**src/rtl/async_sram_ctrl.sv**
```systemverilog
// async_sram_ctrl: 32-bit valid/ready request port to async SRAM PHY ctrl_*.
// Each request becomes two 16-bit accesses, low halfword first.
//
// Ports:
//   clk, rst_n           clock shared with the PHY, async active-low reset
//   req_valid/req_ready  request handshake, one request in flight
//   req_write            1=write, 0=read
//   req_addr             byte address, bits [1:0] ignored
//   req_wdata/req_wstrb  write data and byte enables
//   resp_valid           one-cycle completion pulse
//   resp_rdata           read data, held until the next read
//   ctrl_addr            halfword address to the PHY (registered there)
//   ctrl_dq_out/_oe      write data and drive enable to the PHY
//   ctrl_dq_in           read data from the PHY pad
//   ctrl_ce_n            tied low
//   ctrl_we_n            to the PHY DDR cell (low pulse in 2nd half-cycle)
//   ctrl_oe_n            output enable to the PHY (registered there)
//   ctrl_byte_n          byte lane enables, [0]=dq[7:0], [1]=dq[15:8]

module async_sram_ctrl #(
    parameter int W_ADDR = 18,
    parameter int W_DATA = 16
) (
    input  logic              clk,
    input  logic              rst_n,
    input  logic              req_valid,
    output logic              req_ready,
    input  logic              req_write,
    input  logic [W_ADDR:0]   req_addr,
    input  logic [31:0]       req_wdata,
    input  logic [3:0]        req_wstrb,
    output logic              resp_valid,
    output logic [31:0]       resp_rdata,
    output logic [W_ADDR-1:0] ctrl_addr,
    output logic [15:0]       ctrl_dq_out,
    output logic [15:0]       ctrl_dq_oe,
    input  logic [15:0]       ctrl_dq_in,
    output logic              ctrl_ce_n,
    output logic              ctrl_we_n,
    output logic              ctrl_oe_n,
    output logic [1:0]        ctrl_byte_n
);

    if (W_DATA != 16) begin : g_bad_width
        $fatal(1, "async_sram_ctrl: W_DATA must be 16");
    end

    typedef enum logic [2:0] {
        S_IDLE,
        S_A_LO,
        S_D_LO,
        S_A_HI,
        S_D_HI,
        S_RESP
    } state_t;

    state_t            r_state;
    logic              r_write;
    logic [W_ADDR-2:0] r_word;
    logic [31:0]       r_wdata;
    logic [3:0]        r_wstrb;

    logic              r_req_ready;
    logic              r_resp_valid;
    logic [31:0]       r_rdata;
    logic [W_ADDR-1:0] r_addr;
    logic [15:0]       r_dq_out;
    logic [15:0]       r_dq_oe;
    logic              r_we_n;
    logic              r_oe_n;
    logic [1:0]        r_byte_n;

    // Request fields used when choosing the next access: straight from
    // the port while idle, otherwise the latched copy.
    logic              w_idle;
    logic              w_ent_write;
    logic [W_ADDR-2:0] w_ent_word;
    logic [3:0]        w_ent_strb;
    logic              w_lo_en;
    logic              w_hi_en;
    logic [1:0]        w_lo_byte_n;
    logic [1:0]        w_hi_byte_n;
    logic              w_unused;

    assign w_idle      = (r_state == S_IDLE);
    assign w_ent_write = w_idle ? req_write : r_write;
    assign w_ent_word  = w_idle ? req_addr[W_ADDR:2] : r_word;
    assign w_ent_strb  = w_idle ? req_wstrb : r_wstrb;

    // A write half with no strobes set is skipped entirely.
    assign w_lo_en = !w_ent_write || (|w_ent_strb[1:0]);
    assign w_hi_en = !w_ent_write || (|w_ent_strb[3:2]);

    assign w_lo_byte_n = w_ent_write ? ~w_ent_strb[1:0] : 2'b00;
    assign w_hi_byte_n = w_ent_write ? ~w_ent_strb[3:2] : 2'b00;

    assign w_unused = ^req_addr[1:0];

    always_ff @(posedge clk or negedge rst_n) begin
        if (!rst_n) begin
            r_state      <= S_IDLE;
            r_write      <= 1'b0;
            r_word       <= '0;
            r_wdata      <= '0;
            r_wstrb      <= '0;
            r_req_ready  <= 1'b1;
            r_resp_valid <= 1'b0;
            r_rdata      <= '0;
            r_addr       <= '0;
            r_dq_out     <= '0;
            r_dq_oe      <= '0;
            r_we_n       <= 1'b1;
            r_oe_n       <= 1'b1;
            r_byte_n     <= 2'b11;
        end else begin
            unique case (r_state)
                S_IDLE: begin
                    if (req_valid) begin
                        r_write     <= req_write;
                        r_word      <= req_addr[W_ADDR:2];
                        r_wdata     <= req_wdata;
                        r_wstrb     <= req_wstrb;
                        r_req_ready <= 1'b0;
                        if (w_lo_en) begin
                            r_state  <= S_A_LO;
                            r_addr   <= {w_ent_word, 1'b0};
                            r_oe_n   <= w_ent_write;
                            r_we_n   <= !w_ent_write;
                            r_byte_n <= w_lo_byte_n;
                        end else if (w_hi_en) begin
                            r_state  <= S_A_HI;
                            r_addr   <= {w_ent_word, 1'b1};
                            r_oe_n   <= w_ent_write;
                            r_we_n   <= !w_ent_write;
                            r_byte_n <= w_hi_byte_n;
                        end else begin
                            r_state      <= S_RESP;
                            r_resp_valid <= 1'b1;
                        end
                    end
                end
                S_A_LO: begin
                    r_state  <= S_D_LO;
                    r_we_n   <= 1'b1;
                    r_dq_out <= r_write ? r_wdata[15:0] : 16'h0;
                    r_dq_oe  <= {16{r_write}};
                end
                S_D_LO: begin
                    r_dq_out <= '0;
                    r_dq_oe  <= '0;
                    if (!r_write) begin
                        r_rdata[15:0] <= ctrl_dq_in;
                    end
                    if (w_hi_en) begin
                        r_state  <= S_A_HI;
                        r_addr   <= {w_ent_word, 1'b1};
                        r_oe_n   <= w_ent_write;
                        r_we_n   <= !w_ent_write;
                        r_byte_n <= w_hi_byte_n;
                    end else begin
                        r_state      <= S_RESP;
                        r_resp_valid <= 1'b1;
                        r_addr       <= '0;
                        r_oe_n       <= 1'b1;
                        r_byte_n     <= 2'b11;
                    end
                end
                S_A_HI: begin
                    r_state  <= S_D_HI;
                    r_we_n   <= 1'b1;
                    r_dq_out <= r_write ? r_wdata[31:16] : 16'h0;
                    r_dq_oe  <= {16{r_write}};
                end
                S_D_HI: begin
                    r_dq_out <= '0;
                    r_dq_oe  <= '0;
                    if (!r_write) begin
                        r_rdata[31:16] <= ctrl_dq_in;
                    end
                    r_state      <= S_RESP;
                    r_resp_valid <= 1'b1;
                    r_addr       <= '0;
                    r_oe_n       <= 1'b1;
                    r_byte_n     <= 2'b11;
                end
                S_RESP: begin
                    r_state      <= S_IDLE;
                    r_resp_valid <= 1'b0;
                    r_req_ready  <= 1'b1;
                end
                default: begin
                    r_state      <= S_IDLE;
                    r_resp_valid <= 1'b0;
                    r_req_ready  <= 1'b1;
                    r_addr       <= '0;
                    r_dq_out     <= '0;
                    r_dq_oe      <= '0;
                    r_we_n       <= 1'b1;
                    r_oe_n       <= 1'b1;
                    r_byte_n     <= 2'b11;
                end
            endcase
        end
    end

    assign req_ready   = r_req_ready;
    assign resp_valid  = r_resp_valid;
    assign resp_rdata  = r_rdata;
    assign ctrl_addr   = r_addr;
    assign ctrl_dq_out = r_dq_out;
    assign ctrl_dq_oe  = r_dq_oe;
    assign ctrl_ce_n   = 1'b0;
    assign ctrl_we_n   = r_we_n;
    assign ctrl_oe_n   = r_oe_n;
    assign ctrl_byte_n = r_byte_n;

endmodule
```
**config.mk**
```make
export PLATFORM = sky130hd
export DESIGN_NAME = async_sram_ctrl
export DESIGN_NICKNAME = d
export VERILOG_FILES = /design/src/rtl/async_sram_ctrl.sv
export SDC_FILE = /design/constraint.sdc
export NUM_CORES = 1
export LEC_CHECK = 0
export BUFFER_PORTS_ARGS = -buffer_cell sky130_fd_sc_hd__buf_4
export CAP_MARGIN = 5
export CORE_MARGIN = 1.5
export CORE_UTILIZATION = 45
export DETAILED_ROUTE_END_ITERATION = 16
export GPL_ROUTABILITY_DRIVEN = 1
export PLACE_DENSITY_LB_ADDON = 0.15
export SETUP_SLACK_MARGIN = 0.1
export SKIP_CTS_REPAIR_TIMING = 1
export SLEW_MARGIN = 0
export SYNTH_ARGS = -nofsm -noshare
export SYNTH_HDL_FRONTEND = slang
export SYNTH_SLANG_ARGS = --single-unit
```
**constraint.sdc**
```tcl
create_clock -name clk -period 2.4 [get_ports clk]
set_input_delay 0.12 -clock clk [delete_from_list [all_inputs] [get_ports clk]]
set_output_delay 0.12 -clock clk [all_outputs]
set_load 0.02 [all_outputs]
```
==> results of run 1 <==
-- power groups by stage --
stage / clock [uW] / sequential (uW) / combinational [uW]
3_3_place_gp: 0 / 3900 / 4380
4_1_cts: 2600 / 3920 / 4480
5_1_grt: 2690 / 4070 / 4870
3_5_place_dp: 0 / 3940 / 4470
6_report: 2550 / 3910 / 4520
2_1_floorplan: 0 / 4430 / 2470
-- cell type report --
cell class / count / area, um2
Sequential cell: 128 / 3211
Fill cell: 883 / 3968
Timing Repair Buffer: 239 / 1992
Tap cell: 147 / 183.9
Inverter: 3 / 11.26
Multi-Input combinational cell: 232 / 2002
Clock buffer: 23 / 488.0
Clock inverter: 9 / 106.4
-- worst register-to-register path, cell delays in order, from the launching register on --
cell     delay [ns]
dfrtp_1        0.53
or2_2          0.41
a21oi_2        0.72
nand2_1        0.15
o21ai_0        0.12
-- cells in the mapped netlist (2+ instances only) --
| cell type | number | area [um2] |
|---|---|---|
| nor2_1 | 7 | 26.28 |
| o2bb2ai_1 | 16 | 140.1 |
| and3_1 | 3 | 18.77 |
| o21ai_0 | 22 | 110.1 |
| dfrtp_1 | 123 | 3078 |
| inv_1 | 3 | 11.26 |
| or3_4 | 2 | 22.52 |
| buf_4 | 23 | 172.7 |
| mux2i_1 | 33 | 330.3 |
| clkbuf_1 | 2 | 7.510 |
| buf_6 | 3 | 33.78 |
| dfstp_2 | 5 | 131.4 |
| mux2_2 | 84 | 945.9 |
| or2b_1 | 2 | 15.01 |
| buf_2 | 11 | 55.05 |
| a221o_1 | 2 | 20.02 |
| nor2b_1 | 5 | 31.28 |
| nor3_1 | 5 | 25.02 |
| nand2_1 | 25 | 93.84 |
| nand2b_1 | 2 | 12.51 |
| a21oi_1 | 3 | 15.01 |
-- state kept, by name, summed over array words and instances (netlist names) --
name and count:
ctrl_addr 18, ctrl_byte_n 2, ctrl_dq_oe 1, ctrl_dq_out 16, ctrl_oe_n 1, ctrl_we_n 1
r_state 3, r_wdata 32, r_word 17, r_write 1, r_wstrb 2, req_ready 1
resp_rdata 32, resp_valid 1
-- logic make-up (layout without fill, tap and decap cells) --
group / count (synthesis) / in the layout / share of synthesized area [%]
compound gates: 55 / 55 / 7.044
simple gates: 59 / 59 / 5.999
buf+inv: 44 / 274 / 5.430
mux: 117 / 117 / 23.18
flops: 128 / 128 / 58.28
other cells: 1 / 1 / 0.06810
-- worst max-delay path by stage --
stage	start	to	slack, ns	cells after the start
floorplan	r_state[0]	r_word[11]	0.67	5
global placement	r_state[0]	ctrl_dq_out[8]	0.45	4
CTS	r_state[0]	ctrl_dq_out[7]	0.41	4
global route	r_state[0]	ctrl_dq_out[7]	0.22	4
finish	r_state[0]	ctrl_dq_out[7]	0.39	4
detailed placement	r_state[0]	ctrl_dq_out[7]	0.42	4
-- per-layer routing --
layer,GRT usage (%),up-vias,part of all wire (%)
met5,0,-,0
met4,8.167,0,1.7
met3,6.801,17,5.4
met2,31.97,115,51
met1,23.44,1924,42
li1,-,1860,-
-- through the flow --
step | cell area, um2 | std cells | setup slack [ns] | hold slack (ns) | power (uW)
after global routing | 7994 | 781 | 0.2221 | 0.1452 | 11630
after global placement | 6709 | 680 | 0.4477 | 0.1170 | 8283
after CTS | 7303 | 712 | 0.4080 | -0.3241 | 11000
after detailed placement | 6709 | 680 | 0.4191 | 0.1198 | 8419
after floorplan | 5507 | 404 | 0.6724 | -0.1756 | 6905
final | 7994 | 781 | 0.3850 | 0.1210 | 10970
==> flow_results.org, run 1 <==
** Floorplanning
- Row Count :: 40
- The die covers between 10000 and 15000 um2.
- Starting density of the core :: a little under half
- Height of the chip :: 113.6 um
- In this run the count of I/O pins placed on the die edge is 164.
- The region available for standard cell placement spans 11960 um2.
- The die is roughly 110 um wide.

** Job
- Max cap viols :: 0

** Global route
- Pin count of the biggest net entering global routing :: 56
- The number of global-route vias before repair came to approximately 3800.
- Global routing used 19.48% of the available tracks.
- The first global-routing pass estimated 19180 um of wire.
- Antenna violations before repair :: 0
- After global routing the overflow that remains totals 0.

** Route
- The first detailed-routing pass took 4 iterations.
- First DRT Iteration DRCs :: about 180
- Across all layers, the routed design uses 3916 vias.
- Wire length reported by the detailed router :: 12340 um
- Via/cell ratio :: between 5 and 6
- Once detail routing completed, the nets flagged for antenna violations numbered 0.
- In the routed design, unresolved DRC markers number 0.
- Dividing the detail-routed wire length by the instance count gives 15.80 um.

** Pwr
- Internal power comes to 7139 uW.
- Logic pwr share :: 41.2%
- Dividing total power by cell area gives a power density of roughly 1400 nW/um2.
- Per report_power, the sequential group accounts for 35.6% of the total.
- VDD sags by at most about 0.0006 V.
- Clock share of power :: 23.2%
- Summed over all nets, the switching power comes to 3836 uW.
- Reported leakage power :: 0.003684 uW
- Switching share of power :: 34.95%

** Setup path
- For the worst setup path, the data arrival time is between 2 and 2.5 ns.
- The worst setup path is captured at a flip-flop.
- The number of buffers and inverters on the critical path is 0.
- Register-to-register path setup slack :: between 0.3 and 0.4 ns
- The largest individual stage delay along the critical path comes from the cell a21oi_2.
- STA puts the critical path data required time at 2.72 ns.
- Ordered cell list for the critical path :: or2_2 -> a21oi_2 -> nand2_1 -> o21ai_0
- In this run the worst path has a maximum fanout of 16.
- The startpoint identified for the worst register-to-register timing path is r_state[0].
- The critical path is of the reg2reg type.
- Critical path launch point type :: flip-flop
- Family with the most delay on the worst path :: compound AO/OA/AOI/OAI gates
- Destination of the worst register-to-register timing path :: ctrl_dq_out[7]
- For this run, the slowest stage of the critical path takes approximately 0.7 ns.
- Measured in cells, the most critical reg-to-reg path has a length of 4.

** Clock network
- Clock-pin transition on the worst setup and hold timing paths :: 0.06 ns
- TritonCTS clock tree :: yes
- CTS placed an instance of clkbuf_16 at the clock tree root.
- Buffers from clock root to sink, at most :: 2
- CTS built an H-tree with a depth of 4.
- Sink Count :: 128
- In this run, CTS created clock tree buffers numbering 17.
- Clock Latency Late Sink :: 0.42 ns

** Synth
- Share of synthesized flip-flops with an asynchronous set or reset :: between 90% and 100%
- The synthesized netlist occupies a cell area of ~5500 um2.
- Post-synthesis cell type count :: 44
- The Yosys step of the flow raised 0 warnings.
- Avg Inst Size Synth :: 13.63 um2
- Number of synthesized flops with an enable pin :: 0
- Net Count, Synth :: 479
- Post-synthesis sequential area ratio :: 58.28%
- Synthesis handed over a netlist of 404 instances.
- The synthesized design contains around 130 register bits.
- Primary flip-flop cell chosen by synthesis mapping :: dfrtp_1

** Hold path
- Hold path startpoint :: req_valid
- The path with the worst hold slack has its endpoint at r_state[2].
- The worst hold path belongs to the class in2reg.
- Hold path depth :: 3

** Layout
- For this run, the post-layout net count is roughly 700.
- Leaving out fill and tap cells, the most frequent cell in the layout is buf_4.
- Post-synthesis to final-layout area growth :: 45.17%
- 0 antenna diodes ended up in the layout.
- The top cell types in the final layout, fill and taps aside, are 168 x buf_4, 122 x dfrtp_1, 84 x mux2_2.
- For this run, the share of the core covered by cells in the final layout is approximately two thirds.
- Cells with a size suffix above 1 make up 47.16% of the layout.

** Outcome
- The run finished with clean final reports.

** STA
- RSZ-0062 raised after global routing :: no
- Final setup violation count :: 0
- Slew Limit Headroom :: 41.71%
- For the final routed database, the setup TNS stands at 0 ns.
- Final number of hold-violating endpoints :: 0
- Final min period :: approximately 2.0 ns
- For this run, the top clock speed supported by timing is 0.4963 GHz.
- For the final database, setup skew stands at 0.004921 ns.
- Max Transition Viols Final :: 0
- Final period util :: 83.96%
- At the pin with the least slew margin, the transition time is between 0.8 and 0.9 ns.

** Placement
- The congestion estimate from routability-driven global placement came to 0.7852.
- The count of buffers added on input and output ports is 160.
- Detail Placement HPWL :: 7872 um
Power figures use the tool's default switching activity.
==> run 2: changes to the inputs <==
--- a/config.mk
+++ b/config.mk
@@ -5,6 +5,7 @@
 export SDC_FILE = /design/constraint.sdc
 export NUM_CORES = 1
 export LEC_CHECK = 0
+export ABC_AREA = 1
 export BUFFER_PORTS_ARGS = -buffer_cell sky130_fd_sc_hd__buf_4
 export CAP_MARGIN = 5
 export CORE_MARGIN = 1.5
==> constraint.sdc (replaced) <==
create_clock -name clk -period 1.89 [get_ports clk]
set_input_delay 0.0945 -clock clk [delete_from_list [all_inputs] [get_ports clk]]
set_output_delay 0.0945 -clock clk [all_outputs]
set_load 0.02 [all_outputs]
==> flow_results.org, run 2 <==
** Clock network
- TritonCTS clock tree :: yes
- The root buffer cell chosen for the clock tree is clkbuf_16.
- Clock-pin transition on the worst setup and hold timing paths :: 0.05 ns (about the same)
- The clock latency reported for the late side of the worst-skew pair was 0.42 ns (about the same).
- Sink Count :: 130 (+1.6%)
- Htree depth :: 4 (unchanged)
- The number of buffers added by the clock tree synthesis step came to 17 (unchanged).
- The maximum clock path buffer count is 2 (unchanged).

** Synth
- The post-synthesis net count came to 777 (+62%).
- Post-synthesis sequential area ratio :: 55.83% (-2.5 points)
- dfrtp_1 takes more of the synthesized area than any other cell.
- Post-synthesis sequential element count :: 130 (+1.6%)
- Number of instances in the synthesized netlist :: 702 (+74%)
- Number of synthesized flops with an enable pin :: 0 (unchanged)
- Post-synth top area share :: 53.58% (-2.3 points)
- In the synthesized netlist the dominant register cell turns out to be dfrtp_1.
- Commonest cells in the synthesized netlist :: 292 x nand2_1, 125 x dfrtp_1, 78 x nand3_1
- Post-synthesis cell type count :: 27 (-39%)
- Most area-consuming cells after synthesis :: dfrtp_1 54%, nand2_1 19%, nand3_1 6.7%
- The warning count from the yosys run was 0 (unchanged).
- In the post-synthesis netlist, the cell with the most instances is nand2_1.
- Combined area of all synthesized cells :: 5838 um2 (+6.0%)
- The mean area per synthesized cell is 8.316 um2 (-39%).
- The fraction of synthesis flops using an asynchronous set or reset pin is 100.0% (unchanged).

** Layout
- Proportion of layout cells with a drive suffix above 1 :: 28.89% (-18 points)
- Relative to the synthesized area, the layout overhead comes to 50.24%.
- Sequential Area :: 3259 um2 (+1.5%)
- The total area of multi-input combinational cells is 2153 um2 (+7.6%).
- In the layout the commonest cells are 287 x nand2_1, 192 x buf_4, 125 x dfrtp_1.
- Commonest non-fill, non-tap cell in the layout :: nand2_1
- The fill cell instance count of the final layout was 1027 (+16%).
- Count of nets after finishing :: 1014 (+46%)
- The final core utilization is 69.50% (+2.7 points).

** STA
- The final-layout setup total negative slack came to 0 ns (unchanged).
- The number of pins exceeding their max-slew limit in the final report was 0 (unchanged).
- Maximum frequency from static timing analysis :: 0.5596 GHz (+13%)
- The period utilization came to 94.55% (+11 points).
- The minimum clock period was 1.787 ns (-0.2279 ns).
- Final number of hold-violating endpoints :: 2 (+2)
- The worst-case hold slack was -0.04313 ns (-0.1641 ns).
- Setup repair after global routing could not meet its margin everywhere.
- Final setup violation count :: 0 (unchanged)
- The clock tree skew after final layout was 0.004090 ns (-0.0008312 ns).

** Outcome
- The checks that failed: hold timing.
- Status :: complete, but fails checks

** Route
- The number of nets with antenna violations after routing is 0 (unchanged).
- The via-per-instance ratio came to 4.855 (-3.2%).
- The number of iterations in the first detailed-routing pass came to 4 (unchanged).
- The number of vias in the routed layout came to 5462 (+39%).
- The remaining routing DRC violations came to 0 (unchanged).
- Routed length per placed instance :: 14.20 um (-10%)
- Wire length reported by the detailed router :: 15980 um (+29%)
- First DRT Iteration DRCs :: 368 (+110%)

** Global route
- The wire length of the first global-routing pass came to 22910 um (+19%).
- The number of global-route vias before repair is 4913 (+29%).
- Pin count of the biggest net entering global routing :: 60 (+7.1%)
- The global route total overflow is 0 (unchanged).
- The overall routing resource usage came to 21.80% (+2.3 points).
- Antenna violations before repair :: 1 (+1)

** Floorplanning
- The starting density of the core is 46.26% (+0.23 points).
- Row Count :: 41 (+2.5%)
- Core footprint :: 12620 um2 (+5.5%)
- Height of the chip :: 116.9 um (+2.9%)
- The I/O pin count was 164 (unchanged).
- DIE AREA :: 13670 um2 (+5.9%)
- Die X :: 116.9 um (+2.9%)

** Setup path
- In this design, the critical path's most frequently occurring cell is nand2_2.
- Family with the most delay on the worst path :: simple AND/OR/NAND/NOR gates
- The worst setup path is launched from a flip-flop.
- The data arrival time at the worst-slack endpoint came to 2.14 ns (-0.19 ns).
- The maximum cell stage delay along the critical path came to 0.40 ns (-0.32 ns).
- STA classifies the critical path endpoint as a flip-flop.
- Ordered cell list for the critical path :: nor2_4 -> buf_8 -> nand3b_1 -> nand3b_4 -> buf_4 -> inv_2 -> nand2_2 -> nand3_4 -> clkbuf_16 -> nand2_2 -> nand2_1
- The depth of the worst register-to-register path was 11 (+7).
- Worst EP required :: 2.24 ns (-0.48 ns)
- The combined buffer and inverter count along the critical path was 4 (+4).
- The maximum fanout encountered on the critical timing path is 7 (-9).
- The worst setup path is of the reg2reg kind.
- Number of cells on the critical path :: 11 (+7)
- The slowest stage of the critical path is the dfrtp_1 cell.

** Job
- The max capacitance violation total was 0 (unchanged).

** Hold path
- The hold-critical path depth came to 3 (unchanged).
- Classification of the worst-slack hold path :: in2reg

** Pwr
- The internal power component is 9609 uW (+35%).
- The maximum ir drop on the vdd rail was 0.001165 V (+90%).
- The cell leakage power is 0.004723 uW (+28%).
- Logic pwr share :: 46.5% (+5.3 points)
- Flop pwr share :: 30.9% (-4.7 points)
- The fraction of power spent switching nets is 39.91% (+5.0 points).
- NetSw :: 6383 uW (+66%)
- The power density normalized to cell area is 1823 nW/um2 (+33%).
- Clock share of power :: 22.5% (-0.7 points)

** Placement
- The count of buffers inserted at the top-level ports came to 160 (unchanged).
- Detail Placement HPWL :: 9799 um (+24%)
- The weighted congestion reported at the end of routability-driven placement is 0.8373 (+6.6%).
-- run 2: changes by cell type in the layout (fill, tap and decap cells not counted), sizes merged, moves of 10 or more --
cell / delta
nand2: +282
mux2: -84
nand3: +80
inv: +40
mux2i: -33
buf: +31
o21ai: +23
nand4: +16
o2bb2ai: -16
nor2: +10
-- run 2: final timing paths --
kind,startpoint,to,slack (ns)
setup / recovery,r_state[0],ctrl_addr[1],0.10
max in group asynchronous,rst_n,req_ready,1.02
hold reg to reg,ctrl_byte_n[0],ctrl_byte_n[0],0.46
min in group asynchronous,rst_n,r_wstrb[0],0.16
hold / removal,ctrl_dq_in[0],resp_rdata[16],-0.04
setup reg to reg,r_state[0],ctrl_addr[1],0.10
-- run 2: area by class of cell --
cell class	count	share of cell area, %
repair buffers	273	26.48
clock buffers	22	5.407
multi-input cells	473	24.55
flip-flops and latches	130	37.16
inverters	44	1.883
clock inverters	10	2.040
diodes	1	0.02853
well taps	172	2.454
-- run 2: power groups by stage --
stage / sequential (uW) / clock, uW / combinational (uW)
after floorplan: 5720 / 0 / 3400
after global placement: 4910 / 0 / 6490
after detailed placement: 4950 / 0 / 6630
after CTS: 4940 / 3660 / 6660
after global routing: 5100 / 3780 / 8140
final: 4950 / 3600 / 7440
-- run 2: cells by family (layout without fill, tap and decap cells) --
group	after synthesis	after routing	share of synthesized area, %
buffers and inverters	100	349	8.508
and+or+nand+nor	423	424	31.35
other	1	2	0.06423
AOI/OAI and AO/OA	48	48	4.244
DFF	130	130	55.83
-- run 2: metrics by stage --
step | instances | hold slack, ns | cell area, um2 | worst slack (ns) | total power [uW]
floorplan | 702 | -0.2011 | 5838 | 0.2791 | 9123
detailed placement | 1009 | 0.06129 | 7186 | -0.1457 | 11580
finish | 1125 | -0.04313 | 8771 | 0.1030 | 15990
global route | 1125 | 0.003473 | 8771 | 0.01393 | 17020
CTS | 1041 | -0.3805 | 7839 | -0.1465 | 15260
global placement | 1009 | 0.05438 | 7186 | -0.01946 | 11400
-- run 2: worst min-delay path, cell delays in order --
cell and delay, ns:
buf_4 0.11, inv_1 0.05, o21ai_0 0.07
-- run 2: per-layer routing --
layer	GRT usage [%]	up-vias	wire length (um)
li1	-	2678	-
met1	27.39	2585	6615
met2	35.79	170	8201
met3	6.746	29	797
met4	7.791	0	364
met5	0	-	0
==> run 3: changes to the inputs <==
--- a/config.mk
+++ b/config.mk
@@ -8,13 +8,14 @@
 export ABC_AREA = 1
 export BUFFER_PORTS_ARGS = -buffer_cell sky130_fd_sc_hd__buf_4
 export CAP_MARGIN = 5
-export CORE_MARGIN = 1.5
+export CORE_MARGIN = 2
 export CORE_UTILIZATION = 45
 export DETAILED_ROUTE_END_ITERATION = 16
 export GPL_ROUTABILITY_DRIVEN = 1
 export PLACE_DENSITY_LB_ADDON = 0.15
 export SETUP_SLACK_MARGIN = 0.1
 export SKIP_CTS_REPAIR_TIMING = 1
+export SKIP_LAST_GASP = 1
 export SLEW_MARGIN = 0
 export SYNTH_ARGS = -nofsm -noshare
 export SYNTH_HDL_FRONTEND = slang
==> constraint.sdc (replaced) <==
create_clock -name clk -period 1.89 [get_ports clk]
set_input_delay 0.0945 -clock clk [delete_from_list [all_inputs] [get_ports clk]]
set_output_delay 0.0945 -clock clk [all_outputs]
set_load 0.005 [all_outputs]
==> flow_results.org, run 3 (synthesized netlist as in run 2, its figures left out) <==
** Setup path
- Crit-path most repeated cell :: nand2_4
- Type of element capturing the critical path :: flip-flop
- On the critical path, the stage with the largest delay is an instance of dfrtp_1.
- The combined buffer and inverter count along the critical path is 3 (-1).
- Broken down by cell family, the worst path's largest delay share belongs to simple AND/OR/NAND/NOR gates.
- The maximum cell stage delay along the critical path came to 0.41 ns (about the same).
- Destination of the worst register-to-register timing path :: ctrl_addr[3]
- The depth of the worst register-to-register path is 13 (+2).
- The maximum fanout encountered on the critical timing path is 7 (unchanged).
- The minimum setup slack among reg-to-reg paths came to 0.06 ns (-0.04 ns).
- The worst endpoint required time is 2.19 ns (-0.05 ns).
- Critical path launch point type :: flip-flop
- Walking the worst path, the cells encountered are nor2_4 -> buf_12 -> nand2_4 -> nand2_2 -> nand2_4 -> buf_6 -> nand2_4 -> nor2_4 -> nand2_2 -> nand3_4 -> buf_8 -> nand2_1 -> nand2_1.
- The data arrival time at the worst-slack endpoint came to 2.13 ns (about the same).
- The worst register-to-register path begins at r_state[0].
- The worst setup path is of the reg2reg kind.

** Floorplanning
- The core outline area is 12620 um2 (unchanged).
- I/O Pins :: 164 (unchanged)
- DIE AREA :: 13900 um2 (+1.7%)
- The die extent in y came to 117.9 um (+0.86%).
- The floorplan die width was 117.9 um (+0.86%).
- The number of placement rows is 41 (unchanged).
- The starting density of the core came to 46.26% (unchanged).

** Route
- Routed length per placed instance :: 14.84 um (+4.5%)
- The number of nets with antenna violations after routing was 0 (unchanged).
- Via/cell ratio :: 4.884 (+0.60%)
- Post-route DRC violation count :: 0 (unchanged)
- Total number of vias :: 5451 (-0.20%)
- The detailed-route wire length was 16560 um (+3.6%).
- First DRT Iteration DRCs :: 330 (-10%)
- The number of iterations in the first detailed-routing pass is 5 (+1).

** STA
- Final setup violation count :: 0 (unchanged)
- Clock skew after layout :: 0.009866 ns (+0.005776 ns)
- The maximum frequency from static timing analysis is 0.5462 GHz (-2.4%).
- The minimum clock period was 1.831 ns (+0.04375 ns).
- For the pin with the worst max-slew slack, the measured transition is 0.6330 ns.
- Setup TNS :: 0 ns (unchanged)
- RSZ-0062 raised after global routing :: yes
- The worst pin sits at a relative slew slack of ~58%.
- The worst-case hold slack was -0.04368 ns (-0.0005510 ns).
- The number of pins exceeding their max-slew limit in the final report was 0 (unchanged).
- The final number of hold-violating endpoints is 5 (+3).
- Final period util :: 96.87% (+2.3 points)

** Layout
- Leaving out fill and tap cells, the most frequent cells in the layout are 289 x nand2_1, 185 x buf_4, 125 x dfrtp_1.
- Compared with the post-synthesis result, the final layout area differs by 49.61%.
- # diodes :: 0 (-1)
- The final standard cell count with taps included and fillers excluded is 1116 (-0.80%).
- The number of nets in the layout came to 1008 (-0.59%).
- Fillers :: 1014 (-1.3%)
- Leaving out fill and tap cells, the most frequent cell in the layout is nand2_1.
- The final standard cell area without fillers is 8735 um2 (-0.41%).
- The final core utilization was 69.21% (-0.29 points).
- The fraction of layout cells with a size suffix above 1 was 28.28% (-0.60 points).

** Placement
- The post-place instance area was 7166 um2 (-0.28%).
- Detail Placement HPWL :: 10060 um (+2.7%)
- Port Buf Inserts :: 160 (unchanged)
- The weighted congestion reported at the end of routability-driven placement is 0.8425 (+0.62%).
- Number of cells after detailed placement :: 1003 (-0.59%)

** Global route
- The overall routing resource usage was 22.28% (+0.48 points).
- Global-route wire length before repair :: 24990 um (+9.1%)
- The maximum number of pins on one net before global-route repair is 46 (-23%).
- Antenna violations before repair :: 0 (-1)
- Met1 Usage GRT :: 28.74% (+1.4 points)
- The global routing usage on met3 was 5.959% (-0.79 points).
- GR met2 Demand/Resource :: 36.01% (+0.22 points)
- Vias in the first global route :: 5096 (+3.7%)
- Layer with the highest usage after global routing :: met2
- The global route total overflow came to 0 (unchanged).

** Clock network
- Clock Latency Late Sink :: 0.41 ns (about the same)
- The number of H-tree levels was 4 (unchanged).
- The maximum clock path buffer count is 2 (unchanged).
- The number of clock sinks is 130 (unchanged).
- TritonCTS clock tree :: yes
- The clock-pin slew reported for the worst setup and hold paths after clock tree synthesis was 0.06 ns (about the same).
- Buffer cell driving the clock tree root :: clkbuf_16
- TritonCTS buffer count :: 17 (unchanged)

** Outcome
- The checks that failed: hold timing.
- The flow ran to the end, but the final reports show violations.

** Hold path
- Hold path depth :: 3 (unchanged)
- Worst min-delay path endpoint :: r_write
- Classification of the worst-slack hold path :: in2reg
- Hold path startpoint :: req_write

** Pwr
- Power per cell area :: 1701 nW/um2 (-6.7%)
- The total power after layout is 14860 uW (-7.1%).
- The cell leakage power is 0.004695 uW (-0.60%).
- The maximum ir drop on the vdd rail is 0.0009544 V (-18%).

** Job
- The max capacitance violation total is 0 (unchanged).
[run 3: cell count changes in the layout (fill, tap and decap cells not counted), sizes merged]
cell / delta
clkinvlp: +2
dlygate4sd3: -2
bufinv: -1
clkinv: -1
buf: -6
diode: -1
[run 3: final cells by class]
class / count / area [um2] / area share [%]
Clock buffer: 20 / 446.7 / 5.114
Clock inverter: 10 / 160.2 / 1.834
Inverter: 44 / 168.9 / 1.934
Multi-Input combinational cell: 473 / 2151 / 24.62
Sequential cell: 130 / 3259 / 37.32
Tap cell: 172 / 215.2 / 2.464
Timing Repair Buffer: 267 / 2333 / 26.72
[run 3: worst max-delay path by stage]
stage / startpoint / to / slack [ns] / cells past startpoint
6_report: r_state[0] / ctrl_addr[3] / 0.06 / 13
5_1_grt: r_state[0] / r_state[1] / -0.007 / 11
4_1_cts: r_state[2] / ctrl_addr[3] / -0.21 / 9
3_5_place_dp: r_state[2] / ctrl_addr[3] / -0.17 / 9
3_3_place_gp: r_state[2] / ctrl_addr[4] / -0.04 / 9
2_1_floorplan: r_state[2] / ctrl_addr[10] / 0.28 / 12
[run 3: report_power, final]
part	leakage, uW	internal [uW]	total [uW]	switching [uW]
sequential	0.00164	4160	4990	830
combinational	0.00276	2990	6480	3480
clock	0.000296	2220	3390	1170
total	0.00469	9370	14900	5490
[run 3: metrics by stage]
step                      setup slack (ns)  hold WS [ns]
after CTS                          -0.2123       -0.2793
after global routing             -0.006785      -0.01746
after global placement            -0.03555        0.1449
final                              0.05921      -0.04368
after detailed placement           -0.1717        0.1486
after floorplan                     0.2791       -0.2011
[run 3: worst reg2reg max path: stages, from the launching register on]
cell and delay [ns]:
dfrtp_1 0.41, nor2_4 0.18, buf_12 0.13, nand2_4 0.07, nand2_2 0.10, nand2_4 0.07, buf_6 0.12, nand2_4 0.06
nor2_4 0.04, nand2_2 0.09, nand3_4 0.13, buf_8 0.17, nand2_1 0.07, nand2_1 0.06
[run 3: metal layers]
layer  wire length, um  up-vias
li1                  -     2664
met1              6856     2585
met2              8501      169
met3               800       33
met4               401        0
met5                 0        -
